**src/rtl/cpu_pkg.sv**
```systemverilog
// Shared definitions for the 8-bit CPU: opcodes, instruction field layout and
// fetch-sequencer state encoding.
package cpu_pkg;

  localparam int OPC_MSB  = 15;
  localparam int OPC_LSB  = 13;
  localparam int HALT_BIT = 12;
  localparam int LDI_BIT  = 11;
  localparam int IMM_MSB  = 7;
  localparam int IMM_LSB  = 0;

  localparam logic [2:0] OP_ADD = 3'b000;
  localparam logic [2:0] OP_SUB = 3'b001;
  localparam logic [2:0] OP_AND = 3'b010;
  localparam logic [2:0] OP_OR  = 3'b011;
  localparam logic [2:0] OP_XOR = 3'b100;
  localparam logic [2:0] OP_MUL = 3'b101;
  localparam logic [2:0] OP_DIV = 3'b110;
  localparam logic [2:0] OP_CMP = 3'b111;

  typedef enum logic [2:0] {
    IDLE  = 3'd0,
    FETCH = 3'd1,
    WAIT  = 3'd2,
    EXEC  = 3'd3,
    WB    = 3'd4,
    HALT  = 3'd5
  } state_t;

  typedef struct packed {
    logic [2:0] opc;
    logic       halt;
    logic       ldi;
    logic [7:0] imm;
  } dec_t;

endpackage

```
**src/rtl/cpu_instr_decode.sv**
```systemverilog
// Combinational split of a 16-bit instruction word into its fields.
module cpu_instr_decode
  import cpu_pkg::*;
(
  input  logic [15:0] instr,
  output dec_t        dec
);

  // Reserved bits [10:8] carry no meaning and are deliberately dropped.
  logic unused_rsvd;
  assign unused_rsvd = ^instr[10:8];

  assign dec.opc  = instr[OPC_MSB:OPC_LSB];
  assign dec.halt = instr[HALT_BIT];
  assign dec.ldi  = instr[LDI_BIT];
  assign dec.imm  = instr[IMM_MSB:IMM_LSB];

endmodule

```
**src/rtl/cpu_fetch_sequencer.sv**
```systemverilog
// Fetch/decode/execute sequencer: reads program memory, drives the ALU and
// captures results into the accumulator and carry flag.
module cpu_fetch_sequencer
  import cpu_pkg::*;
#(
  parameter int ADDR_W     = 8,
  parameter int START_ADDR = 0
) (
  input  logic              clk,
  input  logic              rst,
  input  logic              start,
  output logic              instr_rd_en,
  output logic [ADDR_W-1:0] instr_addr,
  input  logic              instr_valid,
  input  logic [15:0]       instr_data,
  output logic [2:0]        alu_sel,
  output logic [7:0]        alu_a,
  output logic [7:0]        alu_b,
  input  logic [7:0]        alu_result,
  input  logic              alu_carry,
  output logic [7:0]        acc_out,
  output logic              carry_flag,
  output logic              busy,
  output logic              halted
);

  localparam logic [ADDR_W-1:0] START_PC = ADDR_W'(START_ADDR);

  state_t            state;
  logic [ADDR_W-1:0] pc;
  logic              ldi_q;
  dec_t              dec;
  logic [7:0]        wb_acc;
  logic              wb_carry;

  cpu_instr_decode u_dec (
    .instr (instr_data),
    .dec   (dec)
  );

  // The address is the PC itself, which only moves in WB, so it is stable
  // for the whole FETCH..WAIT window.
  assign instr_addr = pc;

  // Div-by-zero and compare are pinned here so the architectural result does
  // not depend on how the external ALU handles those corner cases.
  always_comb begin
    wb_acc   = alu_result;
    wb_carry = alu_carry;
    if (ldi_q) begin
      wb_acc   = alu_b;
      wb_carry = carry_flag;
    end else if (alu_sel == OP_DIV && alu_b == 8'h00) begin
      wb_acc   = 8'h00;
      wb_carry = 1'b1;
    end else if (alu_sel == OP_CMP) begin
      wb_acc   = {7'b0, alu_a == alu_b};
    end
  end

  always_ff @(posedge clk or posedge rst) begin
    if (rst) begin
      state       <= IDLE;
      pc          <= START_PC;
      acc_out     <= 8'h00;
      carry_flag  <= 1'b0;
      instr_rd_en <= 1'b0;
      alu_sel     <= 3'b000;
      alu_a       <= 8'h00;
      alu_b       <= 8'h00;
      ldi_q       <= 1'b0;
      busy        <= 1'b0;
      halted      <= 1'b0;
    end else begin
      instr_rd_en <= 1'b0;
      case (state)
        IDLE, HALT: begin
          if (start) begin
            pc          <= START_PC;
            acc_out     <= 8'h00;
            carry_flag  <= 1'b0;
            instr_rd_en <= 1'b1;
            busy        <= 1'b1;
            halted      <= 1'b0;
            state       <= FETCH;
          end
        end
        FETCH: state <= WAIT;
        WAIT: begin
          if (instr_valid) begin
            if (dec.halt) begin
              busy   <= 1'b0;
              halted <= 1'b1;
              state  <= HALT;
            end else begin
              alu_sel <= dec.opc;
              alu_a   <= acc_out;
              alu_b   <= dec.imm;
              ldi_q   <= dec.ldi;
              state   <= EXEC;
            end
          end
        end
        EXEC: state <= WB;
        WB: begin
          acc_out     <= wb_acc;
          carry_flag  <= wb_carry;
          pc          <= pc + 1'b1;
          instr_rd_en <= 1'b1;
          state       <= FETCH;
        end
        default: state <= IDLE;
      endcase
    end
  end

endmodule

```
**config.mk**
```make
export PLATFORM = sky130hd
export DESIGN_NAME = cpu_fetch_sequencer
export DESIGN_NICKNAME = d
export VERILOG_FILES = /design/src/rtl/cpu_pkg.sv /design/src/rtl/cpu_instr_decode.sv /design/src/rtl/cpu_fetch_sequencer.sv
export SDC_FILE = /design/constraint.sdc
export NUM_CORES = 1
export LEC_CHECK = 0
export CAP_MARGIN = 20
export CORE_UTILIZATION = 42
export CTS_CLUSTER_DIAMETER = 100
export CTS_CLUSTER_SIZE = 8
export DETAILED_ROUTE_END_ITERATION = 16
export GPL_TIMING_DRIVEN = 1
export HOLD_SLACK_MARGIN = 0.1
export PLACE_DENSITY = 0.8
export SYNTH_ARGS = -nofsm -noshare
export SYNTH_HDL_FRONTEND = slang
export SYNTH_SLANG_ARGS = --single-unit
```
**constraint.sdc**
```tcl
create_clock -name clk -period 3.45 [get_ports clk]
set_input_delay 0.69 -clock clk [delete_from_list [all_inputs] [get_ports clk]]
set_output_delay 0.69 -clock clk [all_outputs]
set_load 0.02 [all_outputs]
```
Word level (Yosys, flattened, before mapping)
Cells that the tools add are included.

operators by class
  add/sub/neg operators = 1
  equality and inequality tests = 12
  mux-type cells = 23
  bitwise logic cells = 1
  reduce and logical (&&, ||, !) cells = 11

operator list
  cell                                                             number
  8-bit two-way mux                                                4
  8-bit case mux with 2 select lines                               2
  3-bit case mux with 5 select lines                               1
  3-bit == test, second input constant                             4
  1-bit two-way mux                                                9
  3-bit two-way mux                                                3
  8-bit by 1-bit adder with 8-bit output, second input constant    1
  8-bit == test                                                    1
  8-bit zero test                                                  1
  2-bit != test, second input constant                             4
  1-bit case mux with 2 select lines                               4
  3-bit by 2-bit == test with 1-bit output, second input constant  2
  3-bit AND reduction                                              2
  2-bit AND reduction                                              2
  4-bit AND reduction                                              1
  2-bit nonzero test                                               2
  3-bit by 1-bit == test with 1-bit output, second input constant  1
  3-bit zero test                                                  1
  2-bit OR reduction                                               1
  1-bit logical AND                                                1
  1-bit inverter                                                   1

word-level totals
  register bits = 43
  bits of input ports = 29
  output and inout port bits = 39
  word-level logic and storage cells = 59

Longest topological paths before layout
  depth in word-level cells = 5
  gate-level depth with buffers = 6
  mapped depth without buffers = 5

Modules after synthesis
From an unflattened synthesis, not the netlist that was laid out.

unflattened totals
  cell total of the unflattened synthesis = 196
  area total of the unflattened synthesis = 2134.5 µm²

modules (own cells, without submodules)
  module               times used  cells an instance  area each (µm²)  seq. area each (µm²)
  cpu_fetch_sequencer  1           183                2037.0           1076.0
  cpu_instr_decode     1           13                 97.6             0.0

Worst setup path after synthesis
OpenSTA, ideal clock, no wires.

  path type = input -> register
  start point = input instr_valid
  end point = register alu_a[0]
  setup time = 125 ps
  data arrival time = 1450 ps
  data required time = 3325 ps
  path slack = 1875 ps
  stages on the path = 4
  path buffers = 1
  cells stage by stage = and3b_1 -> nand2_1 -> buf_2 -> mux2_2

between the ends
  longest elaborated chain between the ends = 1

RTL lines
  what                                  RTL line                   RTL
  start: declaration                    cpu_fetch_sequencer.sv:14  input logic instr_valid,
  3-bit AND reduction (no source line)  n/a
  end signal: assignment                cpu_fetch_sequencer.sv:97  alu_a <= acc_out;
  end: declaration                      cpu_fetch_sequencer.sv:17  output logic [7:0] alu_a,

No other way between the ends.
A chain may end at the register's enable or synchronous reset.

Worst setup path in the final report
  start point = register alu_b[5]
  end point = output alu_b[5]

RTL lines
  what                      RTL line                   RTL
  start: declaration        cpu_fetch_sequencer.sv:18  output logic [7:0] alu_b,
  start signal: assignment  cpu_fetch_sequencer.sv:98  alu_b <= dec.imm;

No word-level cell between the ends.

==> summary.md <==
Using the TritonRoute via totals, the vias-per-cell ratio works out to 5.30. The worst reg2reg path endpoint is acc_out[2]$_DFFE_PP0P_. The share of flip-flops with an asynchronous set or reset after synthesis is 100%, and the count of different cell masters after synthesis is 37. Yosys mapped a number of flops with a built-in enable equal to 0. Cell at the slowest stage of the critical path: clkdlybuf4s50_1. The pre-CTS setup slack was 1290 ps. For this run, the leading register cell type out of synthesis is dfrtp_1.

By instance count, the leading cell after synthesis is dfrtp_1. The tree built by TritonCTS fans out to 43 sinks. Yosys attributes the largest share of cell area to dfrtp_1 53%, mux2_2 12%, nand2_1 4.8%.

For this run, the number of Yosys warnings is 0. Setup repair after global routing left no endpoint under its margin. At the end of routability-driven placement, the weighted congestion stood at 0.748. After synthesis the netlist holds a flip-flop and latch count of 43. Hold repair after CTS inserted 0 buffers.

Summed over all layers, the global routing overflow is 0. The floorplan step defined a die boundary enclosing 5130 um^2. The horizontal extent of the die came out at 71.6 um. Cells with a size suffix above 1 make up 14.2% of the layout. Dividing the detail-routed wire length by the instance count gives 15.6 um. The H-tree was split into 2 levels. The logs give 0 for the final number of setup-violating endpoints and 183 for the count of mapped cells out of synthesis. Measured against its own limit, the worst slew margin works out to 40.9%.

At the later pin of the worst-skew pair, clock insertion delay measures 290 ps. The endpoint type of the worst setup path was an output pin. The power density normalized to cell area was 854 nW/um^2; the effective utilization at floorplan was 45.2%. The run gives 0 as the remaining antenna violation count. Top cell family by delay on the critical path: buffers and inverters. After detailed routing, the total wire length is 4.66 mm. Global routing used 19.9% of the available tracks across all layers. In this design, the stage delay of the slowest critical-path cell is 650 ps. In the post-route analysis, the smallest setup slack over all paths is 1340 ps.

The number of buffers and inverters on the critical path is 1, and the count of TritonRoute iterations in the first routing pass is 4. Once detailed placement completed, the half-perimeter wirelength came to 3.38 mm. For the worst setup path, the data required time is 2760 ps. Cells fill 61.7% of the core in the end. At the pin with the least slew margin, the transition time is 881 ps. The tree is rooted in a clkbuf_8.

The static power due to leakage was 0.00120 uW; the final critical-path share of the clock period was 61.1%. The first global-routing pass estimated 7.84 mm of wire. The tools report the launching element of the worst setup path as alu_b[5]$_DFFE_PP0P_.

The critical path in this run is classified as flop to output pin. The post-synthesis cell area came out at 2040 um^2. The number of cells on the critical path is 1. The worst hold path class was flop to flop. The placeable core region is 4500 um^2, and the final hold violation count is 0.

For the worst clock skew, the log shows 8.00 ps. The arrival time reported for the critical path endpoint was 1420 ps. Startpoint kind of the worst setup timing path: a flop. Entering global routing, the biggest net connects 25 pins. The final net count was 277. The depth of the worst register-to-register path is 4.

The post-CTS setup repair buffer count was 0. The routed layout has 1586 vias. The tools report the initial DRC count as 97. Traced cell by cell, the critical path runs through clkdlybuf4s50_1. The synthesized area per cell is 11.1 um^2, and the slack of the worst reg-to-reg path is 1640 ps.

The largest fanout on the critical path came out at 5. The via count of the first global-routing pass is 1653. The top cell type by total area after synthesis is dfrtp_1. 68 I/O pins were placed. The flow ran to the end, and the final reports show no timing, DRC or antenna violations.

Post-CTS repair changed the size of 0 cells. For this run, the top clock speed supported by timing is 475 MHz. From bottom edge to top edge, the die measures 71.6 um. The run gives 213 as the net count after synthesis.

The share of synthesized area in the top cell type comes to 52.8%. The number of clock buffers added by TritonCTS is 5. The layout overhead on the synthesized area is 36.4%. The floorplan has 24 rows. VDD sags by at most 0.697 mV.

Across the run, the number of max-cap violations was 0. The number of cells traversed by the worst hold path is 1, and the time the final worst path needs with I/O delays and setup is 2110 ps. The commonest cells after synthesis are 43 x dfrtp_1, 26 x nand2_1, 21 x mux2_2, 17 x o21ai_0, 9 x xnor2_1. In this run the deepest clock path goes through 2 buffers.

The logs give 52.8% for the proportion of synthesized chip area in sequential cells and 0 for the post-detailed-route DRC marker count. Timing endpoint of the critical path: alu_b[5]. The initial antenna violation count is 0, and the CTS clock-pin slew for the worst setup and hold paths is 80 ps. The tools report the startpoint of the worst register-to-register path as ldi_q$_DFFE_PP0P_. The final count of pins violating max slew was 0; the aggregate negative setup slack was 0 ps. 0 antenna diodes ended up in the layout. TritonCTS built the clock tree.

In this run the tool buffered the top-level ports with 64 buffer cells.
==> flip-flops by register name, summed over array words and instances, names as in the netlist <==
name and count:
acc_out 8, state 3, alu_a 8, alu_sel 3, instr_rd_en 1, busy 1
alu_b 8, carry_flag 1, halted 1, ldi_q 1, instr_addr 8
==> area by class of cell <==
type                    count  area [um^2]
fillers                   381         1730
flip-flops and latches     43         1080
multi-input cells         126          875
repair buffers             66          656
clock buffers               6         82.6
well taps                  52         65.1
inverters                   5         18.8
clock inverters             1         5.00
==> per-stage QoR <==
stage                     instances  area, um^2  total power, uW  hold WS (ps)
after global routing            299        2780             2530           539
after global placement          292        2690             2030           475
after floorplan                 183        2040             1600           558
after detailed placement        292        2690             2070           480
final                           299        2780             2370           490
after CTS                       299        2780             2390           495
==> logic make-up (layout without fill, tap and decap cells) <==
logic type,after synthesis,count (layout),synth area share (%)
simple gates,52,52,13.0
flops,43,43,52.8
compound gates,41,41,13.0
mux,22,22,12.1
buf+inv,14,78,4.24
xor+xnor,10,10,4.30
fa+ha+maj,1,1,0.614
==> cells in the final DEF (no fill, tap or decap), types with 2 or more instances in the layout <==
cell,instances
clkbuf_8,6
mux2_2,21
nand4_1,4
o21ai_0,17
a22oi_1,7
nand2_1,26
clkdlybuf4s50_1,64
inv_1,4
nor3_1,2
buf_4,2
dfrtp_1,43
xnor2_1,9
nand3_1,3
a21o_1,2
and3_1,3
a21oi_1,7
nor2_1,7
==> how the worst min path moves through the flow <==
stage | slack (ps) | from | to
2_1_floorplan | 560 | state[2]$_DFFE_PP0P_ | state[1]$_DFFE_PP0P_
3_3_place_gp | 480 | instr_addr[7]$_DFFE_PP0P_ | instr_addr[7]$_DFFE_PP0P_
3_5_place_dp | 480 | instr_addr[7]$_DFFE_PP0P_ | instr_addr[7]$_DFFE_PP0P_
4_1_cts | 490 | instr_addr[7]$_DFFE_PP0P_ | instr_addr[7]$_DFFE_PP0P_
5_1_grt | 540 | instr_addr[7]$_DFFE_PP0P_ | instr_addr[7]$_DFFE_PP0P_
6_report | 490 | instr_addr[7]$_DFFE_PP0P_ | instr_addr[7]$_DFFE_PP0P_
==> power breakdown <==
group	total, uW	switching (uW)	leakage, uW	internal [uW]
sequential	947	257	0.000560	690
combinational	1110	532	0.000597	574
clock	320	163	0.0000470	157
total	2370	953	0.00120	1420
==> metal layers <==
metal / share of wire [%] / track usage (%)
met5: 0 / 0
met4: 1.1 / 5.88
met1: 43 / 25.9
met2: 51 / 34.1
met3: 4.8 / 3.38
Power figures use the tool's default switching activity.
